<file path="src/rtl/muldiv_unit.sv">
// Iterative RV32M multiply/divide unit for the EX stage.
// Stalls the pipeline while busy and pulses done with the result.
module muldiv_unit #(
  parameter int XLEN        = 32,
  parameter int MUL_LATENCY = 2
) (
  input  logic            clk,
  input  logic            rst,
  input  logic            start,
  input  logic [2:0]      func3,
  input  logic [XLEN-1:0] a,
  input  logic [XLEN-1:0] b,
  input  logic            flush,
  output logic            pause,
  output logic            busy,
  output logic            done,
  output logic [XLEN-1:0] result
);

  localparam logic [1:0] IDLE = 2'd0;
  localparam logic [1:0] MUL  = 2'd1;
  localparam logic [1:0] DIV  = 2'd2;
  localparam logic [1:0] DONE = 2'd3;

  localparam int CMAX = (XLEN > MUL_LATENCY) ? XLEN : MUL_LATENCY;
  localparam int CW   = $clog2(CMAX) + 1;

  localparam logic [XLEN-1:0] MIN = {1'b1, {(XLEN-1){1'b0}}};

  logic [1:0]      state;
  logic [CW-1:0]   cnt;
  logic [XLEN-1:0] op_a;
  logic [XLEN-1:0] op_b;
  logic [1:0]      op_f;
  logic [XLEN-1:0] quo;
  logic [XLEN-1:0] rem;
  logic [XLEN-1:0] dvs;

  // Accept-time decode, from the live operands
  logic            div_signed;
  logic            is_rem;
  logic            a_neg;
  logic            b_neg;
  logic [XLEN-1:0] mag_a;
  logic [XLEN-1:0] mag_b;
  logic            b_zero;
  logic            ovf;
  logic            special;
  logic [XLEN-1:0] spec_res;

  assign div_signed = ~func3[0];
  assign is_rem     = func3[1];
  assign a_neg      = div_signed & a[XLEN-1];
  assign b_neg      = div_signed & b[XLEN-1];
  assign mag_a      = a_neg ? -a : a;
  assign mag_b      = b_neg ? -b : b;
  assign b_zero     = (b == '0);
  assign ovf        = div_signed & (a == MIN) & (b == '1);
  assign special    = func3[2] & (b_zero | ovf);

  always_comb begin
    spec_res = '0;
    if (b_zero)
      spec_res = is_rem ? a : '1;
    else if (ovf)
      spec_res = is_rem ? '0 : a;
  end

  // Multiply: sign/zero-extend to 2*XLEN, truncated product
  logic              sa;
  logic              sb;
  logic [2*XLEN-1:0] xa;
  logic [2*XLEN-1:0] xb;
  logic [2*XLEN-1:0] prod;
  logic [XLEN-1:0]   mul_res;

  assign sa      = op_a[XLEN-1] & (op_f[1] ^ op_f[0]);
  assign sb      = op_b[XLEN-1] & (op_f == 2'b01);
  assign xa      = {{XLEN{sa}}, op_a};
  assign xb      = {{XLEN{sb}}, op_b};
  assign prod    = xa * xb;
  assign mul_res = (op_f == 2'b00) ? prod[XLEN-1:0]
                                   : prod[2*XLEN-1:XLEN];

  // Restoring division step on magnitudes
  logic [XLEN:0]   shifted;
  logic [XLEN:0]   diff;
  logic            fits;
  logic [XLEN-1:0] rem_nx;
  logic [XLEN-1:0] quo_nx;
  logic            neg_q;
  logic            neg_r;
  logic [XLEN-1:0] div_res;

  assign shifted = {rem, quo[XLEN-1]};
  assign diff    = shifted - {1'b0, dvs};
  assign fits    = ~diff[XLEN];
  assign rem_nx  = fits ? diff[XLEN-1:0] : shifted[XLEN-1:0];
  assign quo_nx  = {quo[XLEN-2:0], fits};
  assign neg_q   = ~op_f[0] & (op_a[XLEN-1] ^ op_b[XLEN-1]);
  assign neg_r   = ~op_f[0] & op_a[XLEN-1];

  always_comb begin
    div_res = quo_nx;
    if (op_f[1])
      div_res = neg_r ? -rem_nx : rem_nx;
    else if (neg_q)
      div_res = -quo_nx;
  end

  always_ff @(posedge clk or posedge rst) begin
    if (rst) begin
      state  <= IDLE;
      cnt    <= '0;
      op_a   <= '0;
      op_b   <= '0;
      op_f   <= '0;
      quo    <= '0;
      rem    <= '0;
      dvs    <= '0;
      result <= '0;
    end else if (flush) begin
      state <= IDLE;
      cnt   <= '0;
    end else begin
      case (state)
        IDLE: begin
          if (start) begin
            op_a <= a;
            op_b <= b;
            op_f <= func3[1:0];
            if (!func3[2]) begin
              state <= MUL;
              cnt   <= CW'(MUL_LATENCY - 1);
            end else if (special) begin
              state  <= DONE;
              result <= spec_res;
            end else begin
              state <= DIV;
              cnt   <= CW'(XLEN - 1);
              quo   <= mag_a;
              rem   <= '0;
              dvs   <= mag_b;
            end
          end
        end
        MUL: begin
          if (cnt == '0) begin
            result <= mul_res;
            state  <= DONE;
          end else begin
            cnt <= cnt - CW'(1);
          end
        end
        DIV: begin
          quo <= quo_nx;
          rem <= rem_nx;
          if (cnt == '0) begin
            result <= div_res;
            state  <= DONE;
          end else begin
            cnt <= cnt - CW'(1);
          end
        end
        default: state <= IDLE;
      endcase
    end
  end

  assign busy  = (state != IDLE);
  assign done  = (state == DONE);
  assign pause = start & ~done & ~flush;

endmodule

</file>
<file path="config.mk">
export PLATFORM = sky130hd
export DESIGN_NAME = muldiv_unit
export DESIGN_NICKNAME = d
export VERILOG_FILES = /design/src/rtl/muldiv_unit.sv
export SDC_FILE = /design/constraint.sdc
export NUM_CORES = 2
export LEC_CHECK = 0
export ABC_CLOCK_PERIOD_IN_PS = 21400
export CORE_ASPECT_RATIO = 1.5
export CORE_UTILIZATION = 60
export CTS_BUF_LIST = sky130_fd_sc_hd__clkbuf_16
export CTS_CLUSTER_SIZE = 40
export DETAILED_ROUTE_END_ITERATION = 6
export PLACE_DENSITY = 0.77
export SYNTH_ARGS = -nofsm -noshare
export SYNTH_HDL_FRONTEND = slang
export SYNTH_SLANG_ARGS = --single-unit
export TNS_END_PERCENT = 1
</file>
<file path="constraint.sdc">
create_clock -name clk -period 21.4 [get_ports clk]
set_input_delay 4.28 -clock clk [delete_from_list [all_inputs] [get_ports clk]]
set_output_delay 4.28 -clock clk [all_outputs]
set_load 0.01 [all_outputs]
</file>
After elaboration in Yosys (flattened, before gate mapping)
Cells that the tools add are included.
Widths: inputs -> output; s select.
{"block": "word_totals", "mem_bits_ro": 0, "register_bits": 202, "mem_count": 0, "output_inout_bits": 35, "latchBits": 0, "word_cells": 104, "ramBits": 0, "input_bits": 71}
{"block": "op_classes", "mul": 1, "muxes": 37, "reduce_logical": 15, "bitwise_logic": 20, "div_mod_pow": 0, "eq_ne": 16, "n_addsub": 6, "shift": 0, "order_cmp": 0}
{"op": "$mux 32", "count": 22}
{"op": "$neg 32->32", "count": 4}
{"op": "$pmux 32 s2", "count": 2}
{"op": "$pmux 32 s3", "count": 1}
{"op": "$eq 32x32->1 const B", "count": 2}
{"op": "$mul 33x33->64", "count": 1}
{"op": "$sub 33x32->33", "count": 1}
{"op": "$logic_not 32->1", "count": 1}
{"op": "$mux 6", "count": 5}
{"op": "$ne 2x2->1 const B", "count": 6}
{"op": "$pmux 6 s2", "count": 1}
{"op": "$and 1x1->1", "count": 11}
{"op": "$reduce_and 5->1", "count": 2}
{"op": "$mux 2", "count": 4}
{"op": "$reduce_and 7->1", "count": 1}
{"op": "$logic_not 6->1", "count": 1}
{"op": "$ne 3x3->1 const B", "count": 2}
{"op": "$not 1->1", "count": 6}
{"op": "$reduce_bool 3->1", "count": 2}
{"op": "$sub 6x1->6 const B", "count": 1}
{"op": "$eq 2x1->1 const B", "count": 2}
{"op": "$eq 2x2->1 const B", "count": 2}
{"op": "$logic_not 2->1", "count": 2}
{"op": "$ne 4x4->1 const B", "count": 1}
{"op": "10 further kinds", "count": 12}

Logic depth before layout (Yosys ltp)
{"block": "logic_depth", "ltp_word": 10, "depth_mapped": 36}

Worst setup path before layout
Ideal clock, no wire load.
{"block": "synth_timing", "kind": "register to register", "start": "register op_f[1]", "end": "register result[31]", "setup_ps": 82, "period_less_slack_ps": 9081, "path_slack_ps": 12319, "arrival_time_ps": 8999, "stages_incl_launch_ff": 37, "cell_sequence": "dfrtp_1 clkbuf_1 inv_1 clkbuf_1 ha_1 and2_1 clkbuf_1 clkbuf_1 nand2_1 inv_1 fa_1 inv_1 fa_1 inv_1 fa_1 fa_1 inv_1 fa_1 inv_1 fa_1 inv_1 fa_1 fa_1 inv_1 ha_1 clkbuf_1 a21o_1 a21o_1 a21oi_1 nor2b_1 o21ai_0 o21ai_1 o41ai_1 o31ai_1 xnor2_1 nand2_1 a31oi_1"}
{"block": "synth_via", "elab_chain_len": 6}
{"element": "start: declaration", "line": "34", "text": "logic [1:0] op_f;"}
{"element": "start signal: assignment", "line": "131", "text": "op_f <= func3[1:0];"}
{"element": "$eq 2x1->1 or $xor 1x1->1 (tied branches)", "line": "78, 77"}
{"element": "$and 1x1->1, on equally long branches", "line": "78, 77"}
{"element": "$mul 33x33->64", "line": "81", "text": "assign prod = xa * xb;"}
{"element": "$mux 32", "line": "82", "text": "assign mul_res = (op_f == 2'b00) ? prod[XLEN-1:0]"}
{"element": "$mux 32", "line": "148", "text": "if (cnt == '0) begin"}
{"element": "$pmux 32 s3 (*)", "line": "126", "text": "case (state)"}
{"element": "end signal: assignment", "line": "137", "text": "result <= spec_res;"}
{"element": "end signal: assignment", "line": "149", "text": "result <= mul_res;"}
{"element": "end signal: assignment", "line": "159", "text": "result <= div_res;"}
{"element": "end: declaration", "line": "17", "text": "output logic [XLEN-1:0] result"}
Every way passes the cells marked *; elsewhere a longest branch is shown, timed or not. The select of a mux whose other input is x is not followed.
A chain may end at the register's enable or synchronous reset.

Worst setup path in the final report
Same ends and word-level chain as after synthesis.

==> results.toml <==
[clocking]
clock_latency_ns = 0.57
cts_sinks = 202
postCtsSetupRepairBufs = 0
clkTransAtPathRegs_ns = 0.08
cts_inserted_buffers = 21
cts.htree.levels = 1
cts-resized-gates = 0
cts_buffer_depth = 3
cts_root_buf = "clkbuf_16"
postCtsHoldBufs = 0
cts_tree = "yes"

[job]
drv_cap = 0

[yosys]
synth_top_family_by_area = "adder cells"
synth_fa_ha_area_frac = 0.491
synth_top_cell_area_share = 0.430
ys.flop_type = "dfrtp_1"
yosys.area_share.simple = 0.153
synth_cells = 5990
yosys-mux-area-fraction = 0.0206
synth.ff_latch_count = 202
synth_edf_count = 0
synth_common_cells = "1269 x inv_1, 1126 x fa_1, 939 x nand2_1, 311 x clkbuf_1, 286 x and2_1"
synth_warnings = 0
yosysUniqueCellTypes = 96
syn-num-nets = 7445
synth_xor_area_frac = 0.0335
synth.most_common_cell = "inv_1"
yosysSeqAreaShare = 0.0963
netlist_area_um2 = 52500
postSynthAreaPerCell_um2 = 8.76
synth.largest_area_cell = "fa_1"
synth_compound_area_frac = 0.0891
yosys-top-cells-area = "fa_1 43%, dfrtp_1 9.6%, inv_1 9.1%"
async_flop_share = 1.00

[critical_path]
critPathMaxFanout = 27
max_stage_delay_ns = 0.99
path_class = "reg2reg"
worstSetupEndpointType = "register"
cp_common_cell = "fa_1"
startpoint_type = "register"
rr_worst_depth = 29
arrival_ns = 11.91
required_ns = 21.77
critPathSlowestCell = "ha_1"

[finish]
fin_util = 0.635
syn_to_final_growth_pct = 4.77
drive_gt1_frac = 0.0426
final_nets = 7315

[global_routing]
met1_usage = 0.404
grt_start_max_net_pins = 79
track_usage = 0.369
grt_pass1_vias = 45800
use_met3 = 0.0467
top_usage_layer = "met2"
use_met2 = 0.661
grt_pass1_wl_mm = 249
antenna_found_initial = 6
grt.overflow.total = 0

[detailed_routing]
drcViolationCount = 0
vias_per_cell = 6.01
vias = 42200
avgRoutedWirePerCell_um = 22.4
drtPass1Iterations = 6
postRouteWirelength_mm = 157
drtIter0Drc = 2897
ant_nets = 0

[placed_design]
hpwl_mm = 127
portBuffers = 105
place.gp.congestion = 1.02

[timing]
fin_setup_tns_ns = 0
hold_violations = 0
maxSlewViolCount = 0
fmax_ghz = 0.0867
fin_crit_sh = 0.539
tightest_slew_ns = 1.30
finalSetupViolCount = 0
grt_setup_unrepaired = "false"
clock_skew_ns = 0.0360
max-slew-margin-rel = 0.111
min_period_ns = 11.54

[die]
die_w_um = 243
pin_count = 106
row_count = 132
dieArea_um2 = 88700
die_h_um = 364
core_um2 = 86500
initial_utilization = 0.606

[hold_path]
hold_depth = 2
hold_path.class = "reg2reg"

[outcome]
status = "finished clean"
cells by family (layout without fill, tap and decap cells):
group,after synthesis,in the layout
simple gates,1754,1754
buf+inv,1614,1499
fa+ha+maj,1384,1384
compound gates,737,737
flops,202,202
xor+xnor,201,201
mux,98,98
other cells,0,1
placed cells by master (no fill, tap or decap), types with 52 or more instances in the layout:
cell type           n
and2_1            285
fa_1             1126
nor2_1            218
a21o_1             52
mux2_2             68
clkdlybuf4s50_1   105
nor3_1             61
nand2_1           939
buf_4              85
xnor2_1           119
nand3_1            71
ha_1              257
dfrtp_1           197
xor2_1             82
inv_1            1269
o21ai_0           168
a21oi_1           244
routing by layer:
layer | vias to the layer above | wire (µm)
met4 | 6 | 13200
met3 | 780 | 10600
met2 | 2069 | 80700
met1 | 21400 | 52700
met5 | - | 37
li1 | 17900 | -
layout make-up:
class	count	area (µm²)
antenna	1	2.50
fill	7282	31600
inverter	1271	4780
clock buffer	21	526
clock inverter	17	171
timing repair buffer	190	1690
sequential	202	5060
multi-input combinational	4174	41300
tap	1139	1430
state kept, by name, summed over array words and instances (netlist names), 6 cells and up:
name / count
dvs: 32
quo: 32
rem: 32
op_b: 32
result: 32
op_a: 32
cnt: 6
through the flow:
| stage | setup WS, ns | instance area [µm²] | hold WS [ns] | std cells |
|---|---|---|---|---|
| 6_report | 9.86 | 55000 | 0.498 | 7015 |
| 5_1_grt | 9.36 | 55000 | 0.518 | 7014 |
| 4_1_cts | 10.03 | 55000 | 0.492 | 7014 |
| 3_5_place_dp | 10.07 | 54300 | 0.476 | 6976 |
| 3_3_place_gp | 10.48 | 54300 | 0.464 | 6976 |
| 2_1_floorplan | 11.61 | 52500 | 0.450 | 5990 |
worst max-delay path: cells and delay by family, from the launching register on:
family | cells | cell delay (ns)
AOI/OAI and AO/OA | 7 | 2.22
adders and majority gates | 10 | 5.44
DFF | 1 | 0.91
xor gates and xnor gates | 1 | 0.16
and+or+nand+nor | 5 | 1.33
buffers and inverters | 6 | 1.28
final timing paths:
path                       startpoint          to  slack, ns
hold / removal                op_b[1]     op_b[1]       0.50
hold reg to reg               op_b[1]     op_b[1]       0.50
min in group asynchronous         rst      cnt[5]       4.17
setup reg to reg              op_f[1]  result[31]       9.86
setup / recovery              op_f[1]  result[31]       9.86
max in group asynchronous         rst     op_a[2]      14.88
Power is left out: the tool's default activity adds up to more than one toggle a clock period on the data nets, which glitch-free logic cannot reach.
